## src/rtl/dc_load_aligner_pkg.sv

```systemverilog
// Shared types and the beat-alignment function for the data-cache load aligner.
// Metadata layout, size encodings and the byte/half/word/double extractor live here.
package dc_pkg;

    localparam int REQ_SIZE_LSB   = 0;
    localparam int REQ_SIGNED_BIT = 2;

    typedef enum logic [1:0] {
        SZ_B = 2'd0,
        SZ_H = 2'd1,
        SZ_W = 2'd2,
        SZ_D = 2'd3
    } dc_size_e;

    typedef struct packed {
        dc_size_e   size;
        logic       is_signed;
        logic [2:0] offset;
    } dc_meta_t;

    typedef struct packed {
        logic        misalign;
        logic [63:0] result;
    } dc_align_t;

    // A misaligned access returns the raw beat so the consumer can decide what to do.
    function automatic dc_align_t dc_align64(input logic [63:0] data, input dc_meta_t meta);
        dc_align_t   res;
        logic [63:0] sh;
        logic [2:0]  mask;
        case (meta.size)
            SZ_B:    mask = 3'd0;
            SZ_H:    mask = 3'd1;
            SZ_W:    mask = 3'd3;
            default: mask = 3'd7;
        endcase
        sh           = data >> {meta.offset, 3'b000};
        res.misalign = |(meta.offset & mask);
        if (res.misalign) begin
            res.result = data;
        end else begin
            case (meta.size)
                SZ_B:    res.result = {{56{meta.is_signed & sh[7]}},  sh[7:0]};
                SZ_H:    res.result = {{48{meta.is_signed & sh[15]}}, sh[15:0]};
                SZ_W:    res.result = {{32{meta.is_signed & sh[31]}}, sh[31:0]};
                default: res.result = sh;
            endcase
        end
        return res;
    endfunction

endpackage

```

## src/rtl/dc_meta_fifo.sv

```systemverilog
// Synchronous FIFO of load metadata with a combinational head (no read latency).
// Pushes while full and pops while empty are ignored.
module dc_meta_fifo
    import dc_pkg::*;
#(
    parameter int DEPTH = 4
) (
    input  logic                     clk,
    input  logic                     reset,
    input  logic                     push,
    input  dc_meta_t                 push_data,
    input  logic                     pop,
    output dc_meta_t                 head,
    output logic                     full,
    output logic                     empty,
    output logic [$clog2(DEPTH):0]   count
);

    localparam int AW = $clog2(DEPTH);
    localparam int CW = AW + 1;
    localparam logic [AW-1:0] PTR_ONE = AW'(1);
    localparam logic [CW-1:0] CNT_ONE = CW'(1);
    localparam logic [CW-1:0] CNT_FULL = CW'(DEPTH);

    dc_meta_t          mem_r [DEPTH];
    logic [AW-1:0]     wr_ptr_r;
    logic [AW-1:0]     rd_ptr_r;
    logic [CW-1:0]     count_r;
    logic              push_ok_s;
    logic              pop_ok_s;

    assign full      = (count_r == CNT_FULL);
    assign empty     = (count_r == {CW{1'b0}});
    assign count     = count_r;
    assign head      = mem_r[rd_ptr_r];
    assign push_ok_s = push & ~full;
    assign pop_ok_s  = pop & ~empty;

    // Pointer and occupancy tracking; pointers wrap naturally since DEPTH is a power of 2.
    always_ff @(posedge clk) begin
        if (reset) begin
            wr_ptr_r <= {AW{1'b0}};
            rd_ptr_r <= {AW{1'b0}};
            count_r  <= {CW{1'b0}};
        end else begin
            if (push_ok_s) begin
                wr_ptr_r <= wr_ptr_r + PTR_ONE;
            end else begin
                wr_ptr_r <= wr_ptr_r;
            end
            if (pop_ok_s) begin
                rd_ptr_r <= rd_ptr_r + PTR_ONE;
            end else begin
                rd_ptr_r <= rd_ptr_r;
            end
            if (push_ok_s && !pop_ok_s) begin
                count_r <= count_r + CNT_ONE;
            end else if (pop_ok_s && !push_ok_s) begin
                count_r <= count_r - CNT_ONE;
            end else begin
                count_r <= count_r;
            end
        end
    end

    // Storage array; contents need no reset because occupancy gates every read.
    always_ff @(posedge clk) begin
        if (push_ok_s) begin
            mem_r[wr_ptr_r] <= push_data;
        end
    end

endmodule

```

## src/rtl/dc_load_aligner.sv

```systemverilog
// Load aligner: pairs each in-order bank beat with its queued metadata, extracts and
// extends the addressed field, and holds the result in a single output register.
module dc_load_aligner
    import dc_pkg::*;
#(
    parameter int REQ_BITS   = 7,
    parameter int META_DEPTH = 4,
    parameter int DATA_W     = 64
) (
    input  logic                          clk,
    input  logic                          reset,
    input  logic                          meta_valid,
    output logic                          meta_retry,
    input  logic [REQ_BITS-1:0]           meta_type,
    input  logic [2:0]                    meta_offset,
    input  logic                          bank_valid,
    output logic                          bank_retry,
    input  logic [DATA_W-1:0]             bank_data,
    output logic                          ack_valid,
    input  logic                          ack_retry,
    output logic [DATA_W-1:0]             ack_data,
    output logic                          ack_misalign,
    output logic [$clog2(META_DEPTH):0]   meta_count
);

    dc_meta_t          push_meta_s;
    dc_meta_t          head_s;
    dc_align_t         align_s;
    logic              full_s;
    logic              empty_s;
    logic              push_acc_s;
    logic              beat_acc_s;
    logic              ack_valid_r;
    logic [DATA_W-1:0] ack_data_r;
    logic              ack_misalign_r;
    logic              unused_type_s;

    assign push_meta_s = '{size:      dc_size_e'(meta_type[REQ_SIZE_LSB +: 2]),
                           is_signed: meta_type[REQ_SIGNED_BIT],
                           offset:    meta_offset};
    assign unused_type_s = ^meta_type[REQ_BITS-1:3];

    assign meta_retry = full_s;
    assign push_acc_s = meta_valid & ~full_s;
    // A full output register still being stalled blocks the next beat.
    assign bank_retry = empty_s | (ack_valid_r & ack_retry);
    assign beat_acc_s = bank_valid & ~bank_retry;

    dc_meta_fifo #(
        .DEPTH (META_DEPTH)
    ) u_meta_fifo (
        .clk       (clk),
        .reset     (reset),
        .push      (push_acc_s),
        .push_data (push_meta_s),
        .pop       (beat_acc_s),
        .head      (head_s),
        .full      (full_s),
        .empty     (empty_s),
        .count     (meta_count)
    );

    assign align_s = dc_align64(bank_data, head_s);

    // Output register: load on beat accept, drop once the consumer takes the result.
    always_ff @(posedge clk) begin
        if (reset) begin
            ack_valid_r    <= 1'b0;
            ack_data_r     <= {DATA_W{1'b0}};
            ack_misalign_r <= 1'b0;
        end else if (beat_acc_s) begin
            ack_valid_r    <= 1'b1;
            ack_data_r     <= align_s.result;
            ack_misalign_r <= align_s.misalign;
        end else if (ack_valid_r && !ack_retry) begin
            ack_valid_r    <= 1'b0;
            ack_data_r     <= ack_data_r;
            ack_misalign_r <= ack_misalign_r;
        end else begin
            ack_valid_r    <= ack_valid_r;
            ack_data_r     <= ack_data_r;
            ack_misalign_r <= ack_misalign_r;
        end
    end

    assign ack_valid    = ack_valid_r;
    assign ack_data     = ack_data_r;
    assign ack_misalign = ack_misalign_r;

endmodule

```

## config.mk

```make
export PLATFORM = sky130hd
export DESIGN_NAME = dc_load_aligner
export DESIGN_NICKNAME = d
export VERILOG_FILES = /design/src/rtl/dc_load_aligner_pkg.sv /design/src/rtl/dc_meta_fifo.sv /design/src/rtl/dc_load_aligner.sv
export SDC_FILE = /design/constraint.sdc
export NUM_CORES = 1
export LEC_CHECK = 0
export ABC_AREA = 1
export ABC_CLOCK_PERIOD_IN_PS = 3300
export BUFFER_PORTS_ARGS = -buffer_cell sky130_fd_sc_hd__clkbuf_2
export CAP_MARGIN = 20
export CORE_UTILIZATION = 57
export CTS_BUF_LIST = sky130_fd_sc_hd__clkbuf_8
export DETAILED_ROUTE_END_ITERATION = 10
export PLACE_DENSITY = 0.92
export REMOVE_ABC_BUFFERS = 1
export SYNTH_ARGS = -nofsm -noshare
export SYNTH_HDL_FRONTEND = slang
export SYNTH_HIERARCHICAL = 1
export SYNTH_SLANG_ARGS = --single-unit
```

## constraint.sdc

```tcl
create_clock -name clk -period 3.3 [get_ports clk]
set_clock_uncertainty 0.1 [all_clocks]
set_input_delay 0.33 -clock clk [delete_from_list [all_inputs] [get_ports clk]]
set_output_delay 0.33 -clock clk [all_outputs]
set_load 0.05 [all_outputs]
```

# Yosys cells after proc, flatten, opt, wreduce, memory -nomap -nowiden
# Memory sizes are Yosys's and may differ from the RTL's. A register that Yosys moved wholly into a read port is not among the register bits.
# Cells that the tools add are included.
[word_totals]
mem_count = 1
ramBits = 24
output_inout_bits = 71
wordCells = 50
ff_bits = 73
in_bits = 79
[mem_list]
columns = ["name", "depth", "word_bits", "rd", "rd_ports_with_merged_regs", "wr", "line_no", "text"]
rows = [
  ["u_meta_fifo.mem_r", 4, 6, 1, 1, 1, "dc_meta_fifo.sv:25", "dc_meta_t mem_r [DEPTH];"],
]
[classes]
reduce_logical = 11
n_eq_ne = 3
n_shift = 1
bitwise = 13
n_addsub = 4
mux = 11
[op_table]
columns = ["op", "count"]
rows = [
  ["$pmux W64 S3", 1],
  ["$mux W64", 1],
  ["$shr A64 B6 Y64", 1],
  ["$pmux W3 S3", 1],
  ["$and A1 B1 Y1", 8],
  ["$mux W3", 2],
  ["$add A2 B1 Y2 const B", 2],
  ["$mux W1", 4],
  ["$mux W2", 2],
  ["$reduce_bool A2 Y1", 2],
  ["$add A3 B1 Y3 const B", 1],
  ["$and A3 B3 Y3", 1],
  ["$eq A3 B3 Y1 const B", 1],
  ["$logic_and A1 B1 Y1", 3],
  ["$logic_not A1 Y1", 3],
  ["$logic_not A3 Y1", 1],
  ["$not A1 Y1", 3],
  ["$reduce_or A3 Y1", 1],
  ["$sub A3 B1 Y3 const B", 1],
  ["$eq A2 B1 Y1 const B", 1],
  ["$eq A2 B2 Y1 const B", 1],
  ["$logic_not A2 Y1", 1],
  ["$or A1 B1 Y1", 1],
]

# Depth between registers and ports, before layout
[logic_depth]
word_depth = 8
depth_mapped = 18
mapped_depth_nobuf = 16

# Modules after synthesis
# The synthesis kept the hierarchy.
[by_module_without_submodules]
columns = ["module", "area_per_inst_um2", "cells_each", "n_inst", "seq_area_each_um2"]
rows = [
  ["dc_load_aligner", 5148.7, 883, 1, 1321.3],
  ["dc_meta_fifo", 1412.6, 128, 1, 900.9],
]

# Least setup slack after synthesis
# No wires, ideal clock.
[synth_path]
kind = "flip-flop to flip-flop"
start = "register u_meta_fifo.count_r[0] (netlist: u_meta_fifo/count[0])"
end = "register u_meta_fifo.count_r[2] (netlist: u_meta_fifo/count[2])"
n_path_buf = 0
stages_incl_launch_ff = 16
setup_time_ps = 110
setup_slack_ps = 517
required_ps = 3090
period_less_slack_ps = 2783
arrival_time_ps = 2573
cell_sequence = "dfxtp_1 -> inv_2 -> nand3_2 -> inv_1 -> nor2_1 -> nand2_2 -> inv_1 -> ha_1 -> inv_1 -> fa_1 -> inv_1 -> nand2_1 -> nand3_1 -> nand2_1 -> inv_1 -> nor2_1"
[synth_via]
word_cells_on_any_way = 19
cone_classes = "add/sub (2); eq/ne (1); mux (2); bitwise (8); reduce/logical (6)"
[synth_rtl]
columns = ["item", "line_no", "text"]
rows = [
  ["start: declaration", "dc_meta_fifo.sv:28", "logic [CW-1:0] count_r;"],
  ["start signal: assignment", "dc_meta_fifo.sv:44", "count_r <= {CW{1'b0}};"],
  ["start signal: assignment", "dc_meta_fifo.sv:57", "count_r <= count_r + CNT_ONE;"],
  ["start signal: assignment", "dc_meta_fifo.sv:59", "count_r <= count_r - CNT_ONE;"],
  ["$eq A3 B3 Y1 *", "dc_meta_fifo.sv:32", "assign full = (count_r == CNT_FULL);"],
  ["via meta_retry", "dc_load_aligner.sv:13", "output logic meta_retry,"],
  ["$not A1 Y1 *", "dc_load_aligner.sv:44", "assign push_acc_s = meta_valid & ~full_s;"],
  ["$and A1 B1 Y1 *", "dc_load_aligner.sv:44", ""],
  ["via push_acc_s", "dc_load_aligner.sv:31", "logic push_acc_s;"],
  ["$and A1 B1 Y1 *", "dc_meta_fifo.sv:36", "assign push_ok_s = push & ~full;"],
  ["via u_meta_fifo.push_ok_s", "dc_meta_fifo.sv:29", "logic push_ok_s;"],
  ["$logic_not A1 Y1", "dc_meta_fifo.sv:58", "end else if (pop_ok_s && !push_ok_s) begin"],
  ["$logic_and A1 B1 Y1", "dc_meta_fifo.sv:58", ""],
  ["$reduce_bool A2 Y1 (no line)", "--", ""],
]
# Mark *: on every way through the listed nets, which the timed path passes. The rest lies on a longest branch. The select of a mux whose other input is x is not followed.
# A chain may end at the register's enable or synchronous reset.

==> impl_metrics.ini <==
[cts]
cts_max_path_buffers = 2
post_cts_buffers = 0
cts_tree = built
ctsRootBufferMaster = clkbuf_8
hold_buffers = 0
cts_resized = 0
clock_latency_ps = 380
clock_sinks = 99
clk_pin_slew_ps = 100
cts_buffers = 9
htree_levels = 3

[finish]
diodes = 0
fin_util = 0.680
areaGrowthSynthToFinish_pct = 14.4
layout.cells.non_filler = 1263
drive_gt1_frac = 0.189
final_nets = 1203

[die]
core-area_mm2 = 0.0110
ios = 150
floorplan.initialDensity = 0.595
die_area_mm2 = 0.0119
num_rows = 38
chipWidth_um = 109
chipHeight_um = 109

[synth]
synth_fa_ha_area_frac = 0.0126
syn_inst = 1011
synthMuxAreaShare = 0
ys_warn_count = 6
postSynthAreaPerCell_um2 = 6.49
ys_seq_area_frac = 0.339
post-synth-top-area-fraction = 0.229
synth-compound-area-share = 0.195
synth_edf_count = 24
ys_ff_latch = 99
yosys.area.top_type = dfxtp_1
synth_top_family_by_area = simple AND/OR/NAND/NOR gates
synth.most_common_cell = nand2_1
netlist_top_cells_area = dfxtp_1 23%, nand2_1 16%, edfxtp_1 11%
ys_types = 34
synth-xor-area-share = 0
synth_common_cells = 288 x nand2_1, 141 x nor2_1, 112 x nand3_1, 94 x o21ai_0, 75 x dfxtp_1
synth-async-reset-ratio = 0
synth-simple-area-share = 0.357
synth_flop_cell = dfxtp_1
synth_area_mm2 = 0.00656

[timing]
final.period_utilization = 0.870
setup_tns_ps = 0
setup_viol = 0
worst_slew_pin_slew_ps = 1030
rsz0062_at_grt = no
drv_slew = 0
max_freq_mhz = 348
whs_ps = 67.4
fin_crit_ps = 2870
slew_headroom = 0.313
hold_viol = 0

[worst_hold_path]
hold_end = u_meta_fifo/mem_r[0][1]$_DFFE_PP_
hold_path.class = input port to register
hold_depth = 1
min_from = meta_offset[1]

[critical_path]
crit_type = register to register
cp_max_fo = 55
end_kind = register
cp-start-kind = register
r2r_end = ack_data[26]$_SDFFE_PP0P_
r2r_slack_ps = 430
arrival_ps = 3090
r2r_cells = 11
required_ps = 3520

[power_and_ir_drop]
power.density_mw_per_mm2 = 1090
peakVddDrop_uv = 1020
total_power_w = 0.00815
power.leakage_nw = 3.56

[detailed_routing]
vias_per_cell = 5.66
drc = 0
drtIter0Drc = 970
routed_wirelength_um = 18300
vias = 7146
drt_first_pass_iters = 6
post_drt_wl_per_cell_um = 14.5
drtAntennaViolNets = 0

[place]
portBuffers = 145
dp.cells = 1247
dp_hpwl_um = 12100
globalplace.congestion = 0.900

[global_route]
grt_antenna_before_repair = 0
use_met3 = 0.0658
grt_pass1_vias = 6348
track_usage = 0.313
use_met2 = 0.519
busiest_layer = met2
globalRouteOverflowTotal = 0
grt_max_degree = 96
grt_pass1_wl_um = 29300
grt_use_met1 = 0.381

[status]
status = completed

[flow_run]
drv_cap = 0
==> metal layers <==
layer / share of wire / up-vias
li1: - / 3543
met2: 0.46 / 404
met4: 0.036 / 0
met3: 0.11 / 60
met1: 0.39 / 3139
met5: 0 / -
==> flip-flops by register name (all words and copies together), names as in the netlist, named ones only <==
register              cells
ack_data                 64
ack_misalign              1
u_meta_fifo/rd_ptr_r      2
u_meta_fifo/mem_r        24
ack_valid                 1
u_meta_fifo/count         3
u_meta_fifo/wr_ptr_r      2
==> worst max-delay path by stage <==
stage	to	cells after the start
2_1_floorplan	ack_data[32]$_SDFFE_PP0P_	12
3_3_place_gp	ack_data[19]$_SDFFE_PP0P_	11
3_5_place_dp	ack_data[26]$_SDFFE_PP0P_	11
4_1_cts	ack_data[26]$_SDFFE_PP0P_	11
5_1_grt	ack_data[26]$_SDFFE_PP0P_	11
6_report	ack_data[26]$_SDFFE_PP0P_	11
==> critical path: stages (launching register included) <==
cell and delay (ps):
dfxtp_1 600, inv_2 200, o21ai_0 330, o22ai_4 150, inv_2 210, buf_4 520, nand3_1 200, a21oi_1 170
nand2_1 60, nand3_1 70, nor2_1 60, nor2_1 120
==> layout by cell type, fill, tap and decap left out, types with 2 or more instances in the layout <==
cell type	count
nand2_4	2
nand3_1	112
o21a_1	56
clkbuf_8	9
o22ai_4	2
o22ai_1	3
o21ai_1	12
o21ai_0	94
nand2_1	288
o211ai_1	16
bufinv_16	2
edfxtp_1	24
inv_2	9
and2_1	3
buf_4	21
nand3_4	2
nand2_2	3
clkinvlp_4	2
a21oi_1	25
dfxtp_1	75
buf_12	2
a31oi_1	4
nand3_2	4
ha_1	5
clkbuf_2	145
inv_1	50
nor2_1	141
inv_6	3
==> final cells by class <==
class | instances | area (µm²)
tap | 140 | 175
multi-input combinational | 780 | 3730
timing repair buffer | 168 | 923
fill | 962 | 3530
clock inverter | 7 | 97.6
sequential | 99 | 2220
inverter | 60 | 230
clock buffer | 9 | 124
==> kinds of logic (layout without fill, tap and decap cells) <==
group | after synthesis | count (layout)
adder cells (fa/ha/maj) | 6 | 6
AO/OA/AOI/OAI | 215 | 215
flip-flops | 99 | 99
buffers and inverters | 132 | 244
AND/OR/NAND/NOR | 559 | 559
==> through the flow <==
| step | worst slack [ps] | cell area, µm² |
|---|---|---|
| final | 430 | 7500 |
| after global placement | 571 | 7280 |
| after global routing | 117 | 7500 |
| after detailed placement | 503 | 7280 |
| after floorplan | -2040 | 6150 |
| after CTS | 475 | 7500 |
==> where the power goes <==
group	switching, W	total, W	internal [W]
logic	0.00391	0.00541	0.00150
clock network	0.000451	0.000882	0.000431
registers	0.000225	0.00186	0.00163
total	0.00459	0.00815	0.00357
(Power assumes the default switching activity.)
